`src/rtl/uart_rx_parity.sv`:
```
// Serial receiver for 8E1 frames (start, 8 data LSB first, even parity, stop).
// Recovers bytes with a one-cycle valid strobe plus parity and framing error flags.
module uart_rx_parity #(
    parameter int CLKS_PER_BIT = 16
) (
    input  logic       clk,
    input  logic       rst_n,
    input  logic       data,
    output logic [7:0] bus,
    output logic       valid,
    output logic       parity_err,
    output logic       frame_err,
    output logic       busy
);

    localparam int HALF_BIT = CLKS_PER_BIT / 2;
    localparam int CW       = $clog2(CLKS_PER_BIT);
    localparam logic [CW-1:0] CNT_HALF = CW'(HALF_BIT - 1);
    localparam logic [CW-1:0] CNT_FULL = CW'(CLKS_PER_BIT - 1);

    typedef enum logic [2:0] {
        IDLE   = 3'd0,
        START  = 3'd1,
        DATA   = 3'd2,
        PARITY = 3'd3,
        STOP   = 3'd4,
        BREAK  = 3'd5
    } state_t;

    state_t        state, state_n;
    logic          sync1, data_s;
    logic [CW-1:0] cnt, cnt_n;
    logic [2:0]    idx, idx_n;
    logic [7:0]    shift, shift_n;
    logic          par_bit, par_bit_n;
    logic [7:0]    bus_n;
    logic          valid_n, perr_n, ferr_n;

    // valid is a pure strobe with no ready: bus and both error flags change only
    // in the cycle valid is high and hold their values until the next frame.
    always_ff @(posedge clk) begin
        if (!rst_n) begin
            sync1      <= 1'b1;
            data_s     <= 1'b1;
            state      <= IDLE;
            cnt        <= '0;
            idx        <= '0;
            shift      <= '0;
            par_bit    <= 1'b0;
            bus        <= 8'h00;
            valid      <= 1'b0;
            parity_err <= 1'b0;
            frame_err  <= 1'b0;
        end else begin
            sync1      <= data;
            data_s     <= sync1;
            state      <= state_n;
            cnt        <= cnt_n;
            idx        <= idx_n;
            shift      <= shift_n;
            par_bit    <= par_bit_n;
            bus        <= bus_n;
            valid      <= valid_n;
            parity_err <= perr_n;
            frame_err  <= ferr_n;
        end
    end

    always_comb begin
        state_n   = state;
        cnt_n     = cnt;
        idx_n     = idx;
        shift_n   = shift;
        par_bit_n = par_bit;
        bus_n     = bus;
        valid_n   = 1'b0;
        perr_n    = parity_err;
        ferr_n    = frame_err;
        case (state)
            IDLE: begin
                if (!data_s) begin
                    state_n = START;
                    cnt_n   = '0;
                end
            end
            START: begin
                // Re-check the line at mid start bit to reject short glitches.
                if (cnt == CNT_HALF) begin
                    cnt_n = '0;
                    idx_n = '0;
                    state_n = data_s ? IDLE : DATA;
                end else begin
                    cnt_n = cnt + CW'(1);
                end
            end
            DATA: begin
                if (cnt == CNT_FULL) begin
                    shift_n[idx] = data_s;
                    cnt_n        = '0;
                    idx_n        = idx + 3'd1;
                    if (idx == 3'd7) state_n = PARITY;
                end else begin
                    cnt_n = cnt + CW'(1);
                end
            end
            PARITY: begin
                if (cnt == CNT_FULL) begin
                    par_bit_n = data_s;
                    cnt_n     = '0;
                    state_n   = STOP;
                end else begin
                    cnt_n = cnt + CW'(1);
                end
            end
            STOP: begin
                if (cnt == CNT_FULL) begin
                    bus_n   = shift;
                    perr_n  = (^shift) ^ par_bit;
                    ferr_n  = ~data_s;
                    valid_n = 1'b1;
                    cnt_n   = '0;
                    // A low stop bit means the line may stay low; wait for it to rise.
                    state_n = data_s ? IDLE : BREAK;
                end else begin
                    cnt_n = cnt + CW'(1);
                end
            end
            BREAK: begin
                if (data_s) state_n = IDLE;
            end
            default: state_n = IDLE;
        endcase
    end

    assign busy = (state != IDLE);

endmodule

```
`config.mk`:
```
export PLATFORM = sky130hd
export DESIGN_NAME = uart_rx_parity
export DESIGN_NICKNAME = d
export VERILOG_FILES = /design/src/rtl/uart_rx_parity.sv
export SDC_FILE = /design/constraint.sdc
export NUM_CORES = 1
export LEC_CHECK = 0
export BUFFER_PORTS_ARGS = -buffer_cell sky130_fd_sc_hd__buf_2
export CORE_MARGIN = 2
export CORE_UTILIZATION = 60
export DETAILED_ROUTE_END_ITERATION = 16
export PLACE_DENSITY = 0.81
export RECOVER_POWER = 25
export SLEW_MARGIN = 30
export SYNTH_ARGS = -nofsm -noshare
export SYNTH_HDL_FRONTEND = slang
export SYNTH_SLANG_ARGS = --single-unit
```
`constraint.sdc`:
```
create_clock -name clk -period 2.55 [get_ports clk]
set_input_delay 0 -clock clk [delete_from_list [all_inputs] [get_ports clk]]
set_output_delay 0 -clock clk [all_outputs]
set_load 0.1 [all_outputs]
```
Yosys cells after proc, flatten, opt, wreduce, memory -nomap -nowiden
Index checks and enable logic that the tools add are counted.
{"block": "classes", "addsub": 2, "n_lt_le_gt_ge": 2, "n_eq_ne": 15, "n_mux": 21, "bitwise": 2, "reduce_logical": 14}
{"operator": "$mux W3", "n": 10}
{"operator": "$pmux W3 S6", "n": 1}
{"operator": "$ne A2 B2 Y1 const B", "n": 7}
{"operator": "$mux W4", "n": 3}
{"operator": "$pmux W4 S3", "n": 1}
{"operator": "$reduce_and A2 Y1", "n": 5}
{"operator": "$eq A3 B3 Y1 const B", "n": 3}
{"operator": "$bwmux W8", "n": 1}
{"operator": "$reduce_xor A8 Y1", "n": 1}
{"operator": "$reduce_and A7 Y1", "n": 1}
{"operator": "$eq A3 B2 Y1 const B", "n": 2}
{"operator": "$pmux W3 S2", "n": 1}
{"operator": "$reduce_bool A3 Y1", "n": 2}
{"operator": "$add A4 B1 Y4 const B", "n": 1}
{"operator": "$eq A4 B3 Y1 const B", "n": 1}
{"operator": "$eq A4 B4 Y1 const B", "n": 1}
{"operator": "$lt A3 B4 Y1 const B", "n": 1}
{"operator": "$add A3 B1 Y3 const B", "n": 1}
{"operator": "$demux W1 S3", "n": 1}
{"operator": "$eq A3 B1 Y1 const B", "n": 1}
{"operator": "$ge A3 B1 Y1 const B", "n": 1}
{"operator": "$logic_not A3 Y1", "n": 1}
{"operator": "$reduce_and A3 Y1", "n": 1}
{"operator": "$reduce_or A3 Y1", "n": 1}
{"operator": "6 further kinds", "n": 7}
{"block": "totals", "regBits": 32, "out_inout_bits": 12}

Longest topological paths before layout
{"block": "depth", "depth_word": 5, "ltp_mapped": 7, "ltp_nobuf": 6}

Least setup slack after synthesis
OpenSTA, ideal clock, no wires.
{"block": "synth_timing", "kind": "flip-flop to flip-flop", "from": "reg cnt[0]", "to": "reg shift[2]", "setup_time_ns": 0.128, "arrival_time_ns": 1.349, "required_time_ns": 2.422, "slack_ns": 1.073, "path_stages_with_launch": 7, "path_buffers": 0, "synth_period_minus_slack_ns": 1.477, "path_cell_list": "dfxtp_1 ha_1 and3_1 nand3b_2 nor3b_2 mux2i_1 nor2_1"}
{"block": "synth_via", "elab_chain_len": 2}
{"item": "start, declared", "line": "32", "rtl": "logic [CW-1:0] cnt, cnt_n;"}
{"item": "start signal, assigned", "line": "58", "rtl": "cnt <= cnt_n;"}
{"item": "$eq A4 B4 Y1", "line": "97", "rtl": "if (cnt == CNT_FULL) begin"}
{"item": "$reduce_and A2 Y1 (no source line)"}
{"item": "end signal, assigned", "line": "60", "rtl": "shift <= shift_n;"}
{"item": "end, declared", "line": "34", "rtl": "logic [7:0] shift, shift_n;"}
Every way passes these cells.
A chain may end at the register's enable or synchronous reset.

Worst setup path after layout
{"block": "layout_timing", "from": "reg state[2]", "to": "reg frame_err"}
{"block": "layout_via", "elab_chain_len": 2}
{"item": "start, declared", "line": "30", "rtl": "state_t state, state_n;"}
{"item": "start signal, assigned", "line": "57", "rtl": "state <= state_n;"}
{"item": "$eq A3 B3 Y1", "line": "79", "rtl": "case (state)"}
{"item": "$reduce_and A2 Y1 (no source line)"}
{"item": "end signal, assigned", "line": "65", "rtl": "frame_err <= ferr_n;"}
{"item": "end, declared", "line": "12", "rtl": "output logic frame_err,"}
Every way passes these cells.

==> flow_summary_export.csv <==
group,metric,value,unit
clocking,cts.path.max_buffers,2,
layout,nFillCells,210,
power,p_leak,0.7088,nW
clocking,cts_buffers,5,
synthesis,synth-seq-cells,32,
power,ir_drop,505.0,uV
layout,drive_gt1_frac,0.1061,
worst_hold_path,worstHoldPathType,"flop to flop",
routing,route.detailed.drc,0,
synthesis,synthCells,161,
clocking,cts_tree,"yes",
placement,post_dp_cell_area,1570,sq um
outcome,status,"completed",
synthesis,synth_nets,167,
global_route,grt_overflow,0,
placement,port_buffers,14,
timing,skew,0.01273,ns
layout,finalNetCount,184,
die,fp.dieArea,2927,sq um
timing,worstMarginPinSlew,1.174,ns
clocking,ctsResizeCount,0,
routing,wirelength,2643,um
timing,fmax,561.9,MHz
synthesis,synth_xor_area_frac,0.05565,
synthesis,synthMuxAreaShare,0.1395,
synthesis,syn-cell-area,1506,sq um
clocking,cts.clk_slew.worst_paths,0.10,ns
routing,first_pass_iters,4,
synthesis,synth_top_family_by_area,"simple AND/OR/NAND/NOR gates",
routing,drt-wirelength-per-cell,12.65,um
global_route,grt_usage,0.2195,
timing,fin_ws,0.7703,ns
die,die_y,54.11,um
timing,grt_setup_unrepaired,"false",
timing,hold_viol,0,
placement,place.gp.congestion,0.7392,
global_route,grt_max_degree,27,
die,coreArea,2432,sq um
routing,vias,1154,
timing,relSlewSlack,0.2205,
synthesis,synthTopCellsByArea,"dfxtp_1, mux2i_1, nor2_1",
clocking,h-tree-depth,2,
die,io_pins,15,
critical_path,cp.arrival,2.01,ns
synthesis,yosys_warnings,0,
placement,pre_cts_ws,0.7339,ns
synthesis,synthSimpleGateAreaFrac,0.2309,
synthesis,ys_seq_area_frac,0.4252,
global_route,antenna_found_initial,0,
routing,drtIter0Drc,25,
critical_path,cp_slowest_stage_delay,0.61,ns
layout,syn2layout_area_growth,9.385,%
critical_path,crit_path_cell_trace,"nand4_1, nand2_1, o21ai_0, and2_1",
die,rows,18,
synthesis,avgSynthCellArea,9.357,sq um
timing,setup_viol,0,
timing,setup_tns,0,ns
clocking,clk_latency,0.33,ns
layout,seqCellArea,640.6,sq um
clocking,clkSinkCount,32,
synthesis,yosys.area.top_type_share,0.4252,
synthesis,yosysTopAreaCell,"dfxtp_1",
critical_path,startpoint_type,"flop",
critical_path,ff2ff_setup_slack,0.77,ns
timing,worst_hold_slack,0.4219,ns
critical_path,crit_slowest_cell,"nand4_1",
critical_path,critPathKind,"flop to flop",
layout,multi_input_area,799.5,sq um
global_route,grt_pass1_wl,4471,um
routing,ant_nets,0,
timing,finalCriticalPeriod,1.780,ns
critical_path,cp_max_fo,12,
die,start_util,0.6193,
clocking,root_buffer,"clkbuf_4",
die,die_w,54.11,um
routing,vias_per_cell,5.522,
synthesis,synth_compound_area_frac,0.07973,
placement,post-dp-hpwl,1858,um
layout,post-route-util,0.6775,
power,power_density,516.1,nW/um^2
layout,final_area,1648,sq um
timing,fin_crit_sh,0.6979,
timing,finalMaxSlewViolations,0,
layout,num_antenna_cells,0,
critical_path,required,2.79,ns
run,drv_cap,0,
critical_path,end_kind,"flop",
synthesis,synth_cell_types,39,
layout,final_cells,209,
placement,place_inst,198,
synthesis,synth_adder_area_share,0.02492,
power,power,0.8505,mW
global_route,grt_pass1_vias,967,
==> final timing paths <==
check                           end                  start  depth (start not counted)
max          frame_err$_SDFFE_PN0P_  state[2]$_SDFFE_PN0P_                          4
min               data_s$_SDFF_PN1_       sync1$_SDFF_PN1_                          1
max reg2reg  frame_err$_SDFFE_PN0P_  state[2]$_SDFFE_PN0P_                          4
min reg2reg       data_s$_SDFF_PN1_       sync1$_SDFF_PN1_                          1
==> placed cells by master (no fill, tap or decap), drive strengths merged <==
cell and n:
and2 6, clkinv 1, nand4 1, a21oi 6, a41oi 1, nand2b 3, nor3b 2, xnor3 1
nand4b 1, nand2 8, nand3 5, and3 2, and3b 1, nor3 6, clkbuf 17, a2111oi 1
o31a 1, inv 3, o21ai 4, dfxtp 32, nor2 30, a211oi 1, xnor2 6, o21a 2
a311oi 1, buf 6, o221a 1, ha 3, xor2 1, nand3b 2, mux2i 21, dlygate4sd3 3
==> sequential cells by signal, summed over array words and instances, names as in the netlist <==
register,count
bus,8
shift,8
cnt,4
idx,3
state,3
data_s,1
frame_err,1
par_bit,1
parity_err,1
sync1,1
valid,1
==> critical path: cells and delay by family (launching register included) <==
family | cells | cell delay (ns)
AO/OA/AOI/OAI | 1 | 0.09
AND/OR/NAND/NOR | 3 | 1.00
flip-flops | 1 | 0.59
==> final cells by class <==
cell class | count | area share
multi-input cells | 117 | 0.4852
flip-flops and latches | 32 | 0.3888
repair buffers | 18 | 0.05847
clock buffers | 8 | 0.03569
well taps | 30 | 0.02278
inverters | 4 | 0.009112
==> power breakdown <==
part | total [mW] | leakage (nW) | switching (mW) | internal (mW)
registers | 0.511 | 0.258 | 0.00793 | 0.503
clock network | 0.298 | 0.0326 | 0.162 | 0.136
logic | 0.0413 | 0.418 | 0.0267 | 0.0146
total | 0.851 | 0.709 | 0.197 | 0.654
==> kinds of logic (layout without fill, tap and decap cells) <==
family / count (synthesis) / in the layout
fa+ha+maj: 3 / 3
flops: 32 / 32
simple gates: 67 / 67
compound gates: 18 / 18
mux: 21 / 21
buf+inv: 12 / 30
xor+xnor: 8 / 8
==> metal layers <==
layer / global-route usage / part of all wire / up-vias
met1: 0.2543 / 0.45 / 545
met3: 0.08056 / 0.036 / 8
met5: 0 / 0 / -
met2: 0.3598 / 0.49 / 17
met4: 0.1000 / 0.023 / 0
li1: - / - / 584
==> timing repair <==
action	in CTS	in global routing
endpoints found under the hold margin	6	0
buffers inserted	0	0
hold buffers	3	0
==> synthesized netlist by cell type, drive strengths merged <==
master,n
dfxtp,32
xor2,1
nor3b,2
nand3b,2
buf,5
clkinv,1
o21ai,4
a41oi,1
nand2,8
nand4,1
a21oi,6
a2111oi,1
and3,2
nor2,30
inv,3
o21a,2
ha,3
nand2b,3
o31a,1
a311oi,1
nor3,6
xnor3,1
a211oi,1
xnor2,6
nand4b,1
mux2i,21
o221a,1
clkbuf,3
and2,6
and3b,1
nand3,5
(Power assumes the default switching activity.)
